**config.mk**
```make
export PLATFORM = sky130hd
export DESIGN_NAME = exc_arbiter
export DESIGN_NICKNAME = d
export VERILOG_FILES = /design/src/rtl/exc_arbiter.sv
export SDC_FILE = /design/constraint.sdc
export NUM_CORES = 1
export LEC_CHECK = 0
export ABC_AREA = 1
export BUFFER_PORTS_ARGS = -buffer_cell sky130_fd_sc_hd__clkbuf_2
export CORE_MARGIN = 2
export CORE_UTILIZATION = 43
export CTS_CLUSTER_SIZE = 20
export DETAILED_ROUTE_END_ITERATION = 16
export PLACE_DENSITY = 0.78
export SYNTH_ARGS = -nofsm -noshare
export SYNTH_HDL_FRONTEND = slang
export SYNTH_SLANG_ARGS = --single-unit
```
**constraint.sdc**
```tcl
create_clock -name clk -period 2.4 [get_ports clk]
set_input_delay 0.12 -clock clk [delete_from_list [all_inputs] [get_ports clk]]
set_output_delay 0.12 -clock clk [all_outputs]
set_load 0.01 [all_outputs]
```
**src/rtl/exc_arbiter.sv**
```systemverilog
// Exception/interrupt/ERET arbiter: picks one event in IDLE, flushes the pipeline, then redirects the PC.
// Latency: acceptance at edge k -> Flush for FLUSH_CYC cycles, Redirect pulse in cycle k+FLUSH_CYC+1 (+2 for interrupts).
// Backpressure: none; events arriving while Busy are ignored and must be held by the pipeline until Busy drops.
module exc_arbiter #(
    parameter int          NSRC       = 4,
    parameter int          HWINT_W    = 6,
    parameter int          FLUSH_CYC  = 2,
    parameter logic [31:0] HANDLER_PC = 32'h0000_4180
) (
    input  logic                 clk,
    input  logic                 reset,
    input  logic [NSRC-1:0]      SrcExcGet,
    input  logic [5*NSRC-1:0]    SrcExcCode,
    input  logic [32*NSRC-1:0]   SrcPC,
    input  logic [NSRC-1:0]      SrcBD,
    input  logic [HWINT_W-1:0]   HWInt,
    input  logic [HWINT_W-1:0]   IM,
    input  logic                 IE,
    input  logic                 EXL,
    input  logic                 EretReq,
    input  logic [31:0]          EPCIn,
    output logic                 Flush,
    output logic                 Redirect,
    output logic [31:0]          RedirectPC,
    output logic [4:0]           ExcCodeOut,
    output logic [31:0]          EPCOut,
    output logic                 BDOut,
    output logic                 EPCWe,
    output logic                 SetEXL,
    output logic                 ClrEXL,
    output logic                 Busy
);

    localparam int                CNT_W    = $clog2(FLUSH_CYC + 1);
    localparam logic [CNT_W-1:0]  CNT_LOAD = CNT_W'(FLUSH_CYC - 1);

    typedef enum logic [1:0] {
        S_IDLE,
        S_FLUSH,
        S_REDIRECT
    } state_t;

    state_t               state_q, state_d;
    logic [CNT_W-1:0]     cnt_q, cnt_d;
    logic [HWINT_W-1:0]   hw_s1_q, hw_s2_q;
    logic [4:0]           code_q, code_d;
    logic [31:0]          epc_q, epc_d;
    logic                 bd_q, bd_d;
    logic [31:0]          rpc_q, rpc_d;
    logic                 eret_q, eret_d;    // accepted event was an ERET
    logic                 nest_q, nest_d;    // EXL was already set at acceptance

    logic                 int_pend;
    logic                 sel_vld;
    logic [4:0]           sel_code;
    logic [31:0]          sel_pc;
    logic                 sel_bd;
    logic [4:0]           trap_code;
    logic [31:0]          trap_pc;
    logic                 trap_bd;

    // Two-flop synchronizer for the asynchronous interrupt lines.
    always_ff @(posedge clk or posedge reset) begin
        if (reset) begin
            hw_s1_q <= '0;
            hw_s2_q <= '0;
        end else begin
            hw_s1_q <= HWInt;
            hw_s2_q <= hw_s1_q;
        end
    end

    assign int_pend = (|(hw_s2_q & IM)) & IE & ~EXL;

    // Oldest (lowest-index) excepting slot wins; scan downward so index 0 is assigned last.
    always_comb begin
        sel_vld  = 1'b0;
        sel_code = '0;
        sel_pc   = '0;
        sel_bd   = 1'b0;
        for (int i = NSRC - 1; i >= 0; i--) begin
            if (SrcExcGet[i]) begin
                sel_vld  = 1'b1;
                sel_code = SrcExcCode[5*i +: 5];
                sel_pc   = SrcPC[32*i +: 32];
                sel_bd   = SrcBD[i];
            end
        end
    end

    // Interrupts are attributed to slot 0 with ExcCode 0.
    assign trap_code = int_pend ? 5'd0       : sel_code;
    assign trap_pc   = int_pend ? SrcPC[31:0] : sel_pc;
    assign trap_bd   = int_pend ? SrcBD[0]    : sel_bd;

    // Next-state logic: accept one event in IDLE, count down the flush, then one redirect cycle.
    always_comb begin
        state_d = state_q;
        cnt_d   = cnt_q;
        code_d  = code_q;
        epc_d   = epc_q;
        bd_d    = bd_q;
        rpc_d   = rpc_q;
        eret_d  = eret_q;
        nest_d  = nest_q;
        case (state_q)
            S_IDLE: begin
                if (int_pend || sel_vld) begin
                    state_d = S_FLUSH;
                    cnt_d   = CNT_LOAD;
                    code_d  = trap_code;
                    epc_d   = trap_bd ? (trap_pc - 32'd4) : trap_pc;
                    bd_d    = trap_bd;
                    rpc_d   = HANDLER_PC;
                    eret_d  = 1'b0;
                    nest_d  = EXL;
                end else if (EretReq) begin
                    state_d = S_FLUSH;
                    cnt_d   = CNT_LOAD;
                    rpc_d   = EPCIn;
                    eret_d  = 1'b1;
                    nest_d  = EXL;
                end
            end
            S_FLUSH: begin
                if (cnt_q == '0) begin
                    state_d = S_REDIRECT;
                end else begin
                    cnt_d = cnt_q - CNT_W'(1);
                end
            end
            S_REDIRECT: begin
                state_d = S_IDLE;
            end
            default: begin
                state_d = S_IDLE;
            end
        endcase
    end

    // State, counter and latched event registers.
    always_ff @(posedge clk or posedge reset) begin
        if (reset) begin
            state_q <= S_IDLE;
            cnt_q   <= '0;
            code_q  <= '0;
            epc_q   <= '0;
            bd_q    <= 1'b0;
            rpc_q   <= '0;
            eret_q  <= 1'b0;
            nest_q  <= 1'b0;
        end else begin
            state_q <= state_d;
            cnt_q   <= cnt_d;
            code_q  <= code_d;
            epc_q   <= epc_d;
            bd_q    <= bd_d;
            rpc_q   <= rpc_d;
            eret_q  <= eret_d;
            nest_q  <= nest_d;
        end
    end

    assign Busy       = (state_q != S_IDLE);
    assign Flush      = (state_q == S_FLUSH);
    assign Redirect   = (state_q == S_REDIRECT);
    assign SetEXL     = Redirect & ~eret_q;
    assign EPCWe      = Redirect & ~eret_q & ~nest_q;   // nested trap keeps the original EPC
    assign ClrEXL     = Redirect & eret_q;
    assign RedirectPC = rpc_q;
    assign ExcCodeOut = code_q;
    assign EPCOut     = epc_q;
    assign BDOut      = bd_q;

endmodule

```
# Yosys cells after proc, flatten, opt, wreduce, memory -nomap -nowiden
# Cells that the tools add are included.
# totals
regBits,88
ramBits,0
latchBits,0
mem_count,0
romBits,0
inputBits,205
# op_classes
n_addsub,2
n_eq_ne,5
n_reduce_logical,11
muxes,32
div_mod_pow,0
n_mul,0
bitwise,9
shift,0
n_lt_le_gt_ge,0
# ops
op,count
32-bit 2-to-1 mux,8
32-bit by 3-bit subtractor with 32-bit output (second input constant),1
5-bit 2-to-1 mux,5
1-bit 2-to-1 mux,13
2-bit 2-to-1 mux,4
2-bit one-hot mux with 2 select lines,2
6-bit AND,1
2-bit AND reduction,3
2-bit nonzero test,3
6-bit OR reduction,1
1-bit AND,5
2-bit zero test,2
3-bit inequality test (second input constant),1
1-bit NOT,3
3-bit AND reduction,1
2-bit by 1-bit equality test with 1-bit output (second input constant),1
2-bit equality test (second input constant),1
2-bit by 1-bit inequality test with 1-bit output (second input constant),1
2-bit inequality test (second input constant),1
2-bit by 1-bit subtractor with 2-bit output (second input constant),1
1-bit logical OR,1

# Depth between registers and ports, before layout
# Gate-level depths: netlist (run 1).
# depth
depth_word,7
mapped_depth,20
ltp_nobuf,18

# Worst setup path before layout (run 1)
# Ideal clock, no wire load.
# synth_timing
kind,flip-flop to flip-flop
startpoint,register hw_s2_q[2]
endpoint,"register epc_q[12], in the netlist EPCOut[12]"
setup_slack_ns,0.275
setup_ns,0.083
stages_incl_launch_ff,19
arrival_time_ns,2.043
path_cell_list,dfrtp_1 -> nand2_1 -> nand2_1 -> nor2_1 -> nand2_1 -> nand2_4 -> inv_2 -> buf_6 -> nand2_1 -> nand2_1 -> inv_1 -> ha_1 -> inv_1 -> nor2_1 -> nand2_1 -> nor2_1 -> nand2_1 -> xnor2_1 -> o21ai_0
# synth_between
elab_chain_cells,7
# synth_lines
element,line,rtl
from (decl),45,"logic [HWINT_W-1:0] hw_s1_q, hw_s2_q;"
from (signal assigned),69,hw_s2_q <= hw_s1_q;
6-bit AND (*),73,assign int_pend = (|(hw_s2_q & IM)) & IE & ~EXL;
6-bit OR reduction (*),73,
1-bit AND (*) (2 in a row),73,
32-bit 2-to-1 mux,93,assign trap_pc = int_pend ? SrcPC[31:0] : sel_pc;
32-bit by 3-bit subtractor with 32-bit output,112,epc_d = trap_bd ? (trap_pc - 32'd4) : trap_pc;
32-bit 2-to-1 mux,112,
to (signal assigned),156,epc_q <= epc_d;
to (decl),47,"logic [31:0] epc_q, epc_d;"
# Every way passes the cells marked *; elsewhere a longest branch is shown, timed or not.
# A chain may end at the register's enable or synchronous reset.

# Worst setup path after layout (run 1)
# layout_timing
startpoint,register hw_s2_q[2]
endpoint,"register epc_q[29], in the netlist EPCOut[29]"
# The elaborated chain is that of the path after synthesis.

==> flow_metrics.py, run 1 <==
metrics = {
    "clock_tree": {
        "cts_tree": "built",
        "cts_inserted_buffers": 9,
        "cts_root_buffer": "clkbuf_16",
        "clock_latency_ps": 340,
        "clkSinkCount": 88,
        "cts_max_level": 3,
        "ctsLongestPathBuffers": 2,
        "path_clk_slew_ps": 70,
    },
    "floorplanning": {
        "row_count": 42,
        "core_mm2": 0.01314,
        "ios": 281,
        "start_util_pct": 43.86,
        "dieArea_mm2": 0.01434,
        "die_h_um": 119.8,
        "die_w_um": 119.8,
    },
    "timing": {
        "hold_violations": 0,
        "fin_crit_sh_pct": 93.73,
        "timing.hold.ws_ps": 11.20,
        "setup_viol": 0,
        "tightest_slew_ps": 667.2,
        "final_max_slew_viol_count": 0,
        "period_needed_ps": 2250,
        "slew-limit-headroom_pct": 55.47,
        "finClkSkew_ps": 8.592,
        "rsz0062_at_grt": "yes",
        "fmax_mhz": 444.5,
    },
    "final_layout": {
        "area_growth_pct": 38.59,
        "finalNetCount": 1321,
        "drive_gt1_share_pct": 34.58,
        "diodes": 0,
        "fin_cells": 1295,
    },
    "yosys": {
        "synth-edff-count": 0,
        "synth_cells": 822,
        "yosys.area.top_type": "dfrtp_1",
        "async_flop_share_pct": 100.0,
        "ys_seq_area_share_pct": 38.22,
        "ys_ff_latch": 88,
        "synth_top_area_share_pct": 38.22,
        "postSynthNetCount": 1029,
        "synth_cell_type_count": 38,
        "avgSynthCellArea_um2": 7.009,
        "yosysWarnings": 0,
        "syn-cell-area_mm2": 0.005762,
        "synth_ff_type": "dfrtp_1",
        "yosys-top-cells-area": "dfrtp_1 38%, nand2_1 19%, nand3_1 7.5%",
    },
    "power": {
        "seqPwrFrac_pct": 35.3,
        "p_int_uw": 3613,
        "leakage_uw": 0.004313,
        "powerDensity_mw_per_mm2": 747.9,
        "peakVddDrop_mv": 0.5990,
        "clkPwrFrac_pct": 24.1,
        "finalPower_uw": 5972,
        "swShare_pct": 39.51,
        "power.switching_uw": 2359,
        "combPwrFrac_pct": 40.6,
    },
    "status": {
        "status": "finished, final reports clean",
    },
    "grt": {
        "grt_pass1_wl_mm": 29.09,
        "grt_max_degree": 56,
        "grt_overflow_total": 0,
        "grt_use_met2_pct": 44.29,
        "top_usage_layer": "met2",
        "grt_pass1_vias": 6126,
        "antenna_found_initial": 0,
        "grtUsageMet1_pct": 31.21,
        "met3_usage_pct": 5.846,
        "track_usage_pct": 25.19,
    },
    "setup_path": {
        "critPathCaptureType": "flop",
        "cp_max_fo": 16,
        "ff2ff_path_depth": 16,
        "critPathRequiredTime_ps": 2670,
        "arrival_ps": 2520,
        "crit_type": "flop to flop",
        "start_kind": "flop",
    },
    "drt": {
        "via_per_inst": 5.084,
        "vias": 6584,
        "wl_per_cell_um": 14.30,
        "drt_first_pass_iters": 5,
        "drc": 0,
        "ant_nets": 0,
        "drt_iter0_drc": 461,
        "routed_wl_mm": 18.51,
    },
    "placed_design": {
        "place.gp.congestion": 0.9535,
        "dp_cells": 1261,
        "port_buffers": 280,
        "place_hpwl_mm": 14.40,
    },
    "min_path": {
        "hp-class": "input port to flop",
        "holdPathStages": 2,
    },
    "flow_run": {
        "maxCapViolations": 0,
    },
}
## kinds of logic (layout without fill, tap and decap cells)
kind of cell / count (synthesis) / after routing / synth area share, %
flops: 88 / 88 / 38.22
simple gates: 478 / 478 / 36.37
compound gates: 136 / 136 / 14.70
xor+xnor: 9 / 9 / 1.368
fa+ha+maj: 2 / 2 / 0.4342
buf+inv: 109 / 406 / 8.904
## final timing paths
kind	startpoint	to	slack [ps]
worst min-delay path	EPCIn[13]	RedirectPC[13]	10
worst max register to register	hw_s2_q[2]	EPCOut[29]	150
worst min register to register	hw_s1_q[0]	hw_s2_q[0]	350
worst max-delay path	hw_s2_q[2]	EPCOut[29]	150
max in group asynchronous	reset	RedirectPC[17]	1370
min in group asynchronous	reset	EPCOut[15]	370
## power groups by stage
stage	logic, µW	clock network [µW]	registers [µW]
2_1_floorplan	1280	0	2240
3_3_place_gp	2300	0	2120
3_5_place_dp	2350	0	2130
4_1_cts	2380	1470	2110
5_1_grt	2720	1530	2150
6_report	2430	1440	2110
## layout make-up
cell class                 instances  area (µm²)
inverter                          66       256.5
tap                              176       220.2
clock buffer                       9       225.2
multi-input combinational        625        3159
sequential                        88        2202
fill                            1276        5152
clock inverter                     7       88.84
timing repair buffer             324        1833
## registers in the layout (all words and copies together), names as in the netlist
register / flops
EPCOut: 32
RedirectPC: 32
hw_s1_q: 6
hw_s2_q: 6
ExcCodeOut: 5
cnt_q: 2
state_q: 2
BDOut: 1
eret_q: 1
nest_q: 1
## synth_stat cells, types with 3 or more instances
cell,number
nand2_1,284
dfrtp_1,88
nand3_1,86
inv_1,60
nor2_1,46
a21oi_1,40
o21ai_0,39
a22o_1,29
buf_2,17
clkbuf_1,12
nand4_1,11
or2_0,11
nor2_2,9
or2_1,9
buf_6,8
nand2_2,8
a22oi_1,7
o21ai_1,7
o211ai_1,6
buf_4,5
inv_2,5
nor2_4,5
xor2_1,5
xnor2_1,4
o22a_1,3
## through the flow
| step | cell area, µm² | utilization [%] | setup WS (ps) | TNS, ps |
|---|---|---|---|---|
| finish | 7985 | 60.78 | 150.4 | 0 |
| global route | 7985 | 60.78 | -30.07 | -58.01 |
| CTS | 7794 | 59.32 | 16.36 | 0 |
| detailed placement | 7357 | 56.00 | -12.14 | -12.14 |
| global placement | 7357 | 56.00 | 22.67 | 0 |
| floorplan | 5762 | - | 1.447 | 0 |
## critical path, stage by stage, from the launching register on
cell and delay [ps]:
dfrtp_1 360, nand2_1 60, nand2_1 50, nor2_1 110, nand2_1 110, nand2_4 150, buf_12 160, nand3_1 90
nand2_2 130, nand2_1 160, nor2_2 170, nand2_1 70, nor2_1 210, nand3_1 110, nand2_1 70, nand3_1 90
nand2_1 100
## repair_timing
item / CTS / global route
resized for setup: 1 / 33
endpoints found under the setup margin: 1 / 21
pin swaps: 0 / 8
hold buffers: 12 / 0
gates cloned: 0 / 1
endpoints found under the hold margin: 44 / 0
setup buffers: 0 / 5
## placed cells by master (no fill, tap or decap), types with 3 or more instances in the layout
master and instances:
a21oi_1 39, a22o_1 29, a22oi_1 7, buf_12 4, buf_4 26, clkbuf_16 10, clkbuf_2 280, dfrtp_1 88
dlygate4sd3_1 12, inv_1 56, inv_2 7, inv_6 4, nand2_1 277, nand2_2 15, nand3_1 83, nand3_2 4
nand4_1 11, nor2_1 38, nor2_2 11, nor2_4 11, o211ai_1 6, o21ai_0 39, o21ai_1 7, o22a_1 3
or2_0 11, or2_1 9, xnor2_1 3, xor2_1 5
## layer usage
layer / routed length, µm / share of wire, % / vias up
li1: - / - / 3275
met2: 9081 / 49 / 255
met1: 7845 / 42 / 3027
met5: 0 / 0 / -
met4: 276 / 1.5 / 0
met3: 1309 / 7.1 / 27
(Power assumes the default switching activity.)
==> run 2: changes to the inputs <==
--- a/config.mk
+++ b/config.mk
@@ -7,11 +7,13 @@
 export LEC_CHECK = 0
 export ABC_AREA = 1
 export BUFFER_PORTS_ARGS = -buffer_cell sky130_fd_sc_hd__clkbuf_2
+export CELL_PAD_IN_SITES_DETAIL_PLACEMENT = 1
+export CELL_PAD_IN_SITES_GLOBAL_PLACEMENT = 1
 export CORE_MARGIN = 2
-export CORE_UTILIZATION = 43
+export CORE_UTILIZATION = 29
 export CTS_CLUSTER_SIZE = 20
 export DETAILED_ROUTE_END_ITERATION = 16
-export PLACE_DENSITY = 0.78
+export PLACE_DENSITY_LB_ADDON = 0.1
 export SYNTH_ARGS = -nofsm -noshare
 export SYNTH_HDL_FRONTEND = slang
 export SYNTH_SLANG_ARGS = --single-unit
==> flow_metrics.py, run 2 (same netlist as run 1, synthesis figures left out) <==
metrics = {
    "status": {
        "status": "finished, final reports clean",
    },
    "clock_tree": {
        "ctsLongestPathBuffers": 2,
        "clock_latency_ps": 350,
        "cts_root_buffer": "clkbuf_16",
        "cts_tree": "built",
        "clkSinkCount": 88,
        "cts_max_level": 3,
        "cts_inserted_buffers": 9,
        "path_clk_slew_ps": 80,
    },
    "timing": {
        "fin_crit_sh_pct": 94.91,
        "fmax_mhz": 439.0,
        "rsz0062_at_grt": "yes",
        "period_needed_ps": 2278,
        "setup_viol": 0,
        "hold_violations": 0,
        "tightest_slew_ps": 697.2,
        "slew-limit-headroom_pct": 53.46,
        "finClkSkew_ps": 12.46,
        "fin_setup_tns_ps": 0,
        "final_max_slew_viol_count": 0,
    },
    "grt": {
        "grt_overflow_total": 0,
        "track_usage_pct": 21.65,
        "grt_max_degree": 52,
        "met3_usage_pct": 3.962,
        "top_usage_layer": "met2",
        "grtUsageMet1_pct": 26.30,
        "grt_pass1_wl_mm": 36.54,
        "antenna_found_initial": 1,
        "grt_use_met2_pct": 39.57,
        "grt_pass1_vias": 6953,
    },
    "placed_design": {
        "place_hpwl_mm": 18.25,
        "dp_cells": 1360,
        "place.gp.congestion": 0.8301,
        "port_buffers": 280,
    },
    "final_layout": {
        "finalNetCount": 1355,
        "area_growth_pct": 45.47,
        "drive_gt1_share_pct": 35.39,
        "post-route-util_pct": 43.07,
        "layout_common_cells": "280 x clkbuf_2, 271 x nand2_1, 88 x dfrtp_1",
        "fill_cells": 2541,
        "fin_cells": 1419,
        "final_common_cell": "clkbuf_2",
    },
    "setup_path": {
        "crit_type": "flop to flop",
        "arrival_ps": 2510,
        "ff2ff_path_depth": 14,
        "start_kind": "flop",
        "critPathCaptureType": "flop",
        "cp_max_fo": 12,
        "critPathRequiredTime_ps": 2640,
    },
    "power": {
        "powerDensity_mw_per_mm2": 725.0,
        "finalPower_uw": 6077,
        "peakVddDrop_mv": 0.3885,
        "leakage_uw": 0.004438,
    },
    "drt": {
        "drt_iter0_drc": 215,
        "drt_first_pass_iters": 4,
        "vias": 6649,
        "routed_wl_mm": 22.85,
        "drc": 0,
        "via_per_inst": 4.686,
        "wl_per_cell_um": 16.10,
        "ant_nets": 0,
    },
    "floorplanning": {
        "dieArea_mm2": 0.02101,
        "die_w_um": 145.0,
        "core_mm2": 0.01946,
        "die_h_um": 145.0,
        "start_util_pct": 29.60,
        "row_count": 51,
        "ios": 281,
    },
    "flow_run": {
        "maxCapViolations": 0,
    },
    "min_path": {
        "holdPathStages": 2,
        "hp-class": "input port to flop",
    },
}
[run 2: through the flow]
step / hold WS (ps) / area, µm² / worst slack (ps)
2_1_floorplan: 151.4 / 5762 / 1.447
3_3_place_gp: 228.3 / 7531 / 52.11
3_5_place_dp: 230.6 / 7531 / 9.471
4_1_cts: 0.1138 / 8152 / 4.016
5_1_grt: 5.696 / 8382 / -103.7
6_report: 8.661 / 8382 / 122.1
[run 2: layout make-up]
| class | count | area (µm²) | area share, % |
|---|---|---|---|
| clock inverter | 7 | 75.07 | 0.8957 |
| antenna | 1 | 2.502 | 0.02986 |
| multi-input combinational | 625 | 3167 | 37.78 |
| clock buffer | 9 | 225.2 | 2.687 |
| sequential | 88 | 2202 | 26.27 |
| inverter | 66 | 254.0 | 3.030 |
| timing repair buffer | 358 | 2125 | 25.35 |
| tap | 265 | 331.6 | 3.956 |
[run 2: timing repair]
item / in CTS / in global routing
hold endpoints to repair: 68 / 0
gates resized for setup: 0 / 40
setup endpoints to repair: 0 / 30
setup buffers: 0 / 10
hold buffers: 32 / 0
[run 2: path summary, 6_finish.rpt]
check | start | to | slack, ps
setup reg to reg | hw_s2_q[1] | EPCOut[24] | 120
setup / recovery | hw_s2_q[1] | EPCOut[24] | 120
min in group asynchronous | reset | RedirectPC[23] | 420
max in group asynchronous | reset | hw_s2_q[5] | 1270
hold reg to reg | hw_s1_q[2] | hw_s2_q[2] | 350
hold / removal | EPCIn[29] | RedirectPC[29] | 9
[run 2: layer usage]
| layer | part of all wire (%) | vias up |
|---|---|---|
| met1 | 43 | 3132 |
| met4 | 1.7 | 0 |
| met3 | 4.3 | 24 |
| met5 | 0 | - |
| li1 | - | 3337 |
| met2 | 51 | 156 |
[run 2: critical path: stages, from the launching register on]
cell     delay [ps]
dfrtp_1         360
nand2_1          60
nand2_1          50
nor2_1          100
nand2_1          90
nand2_4         150
buf_4           130
buf_6           140
nand3_1          90
nand2_2         120
nand2_1         100
nor3_2          380
nand4_1         150
nand3_1         170
nand2_1          60
[run 2: power by group]
group,total (µW),internal [µW],switching (µW)
Combinational,2580,988,1590
Clock,1400,736,666
Sequential,2100,1870,224
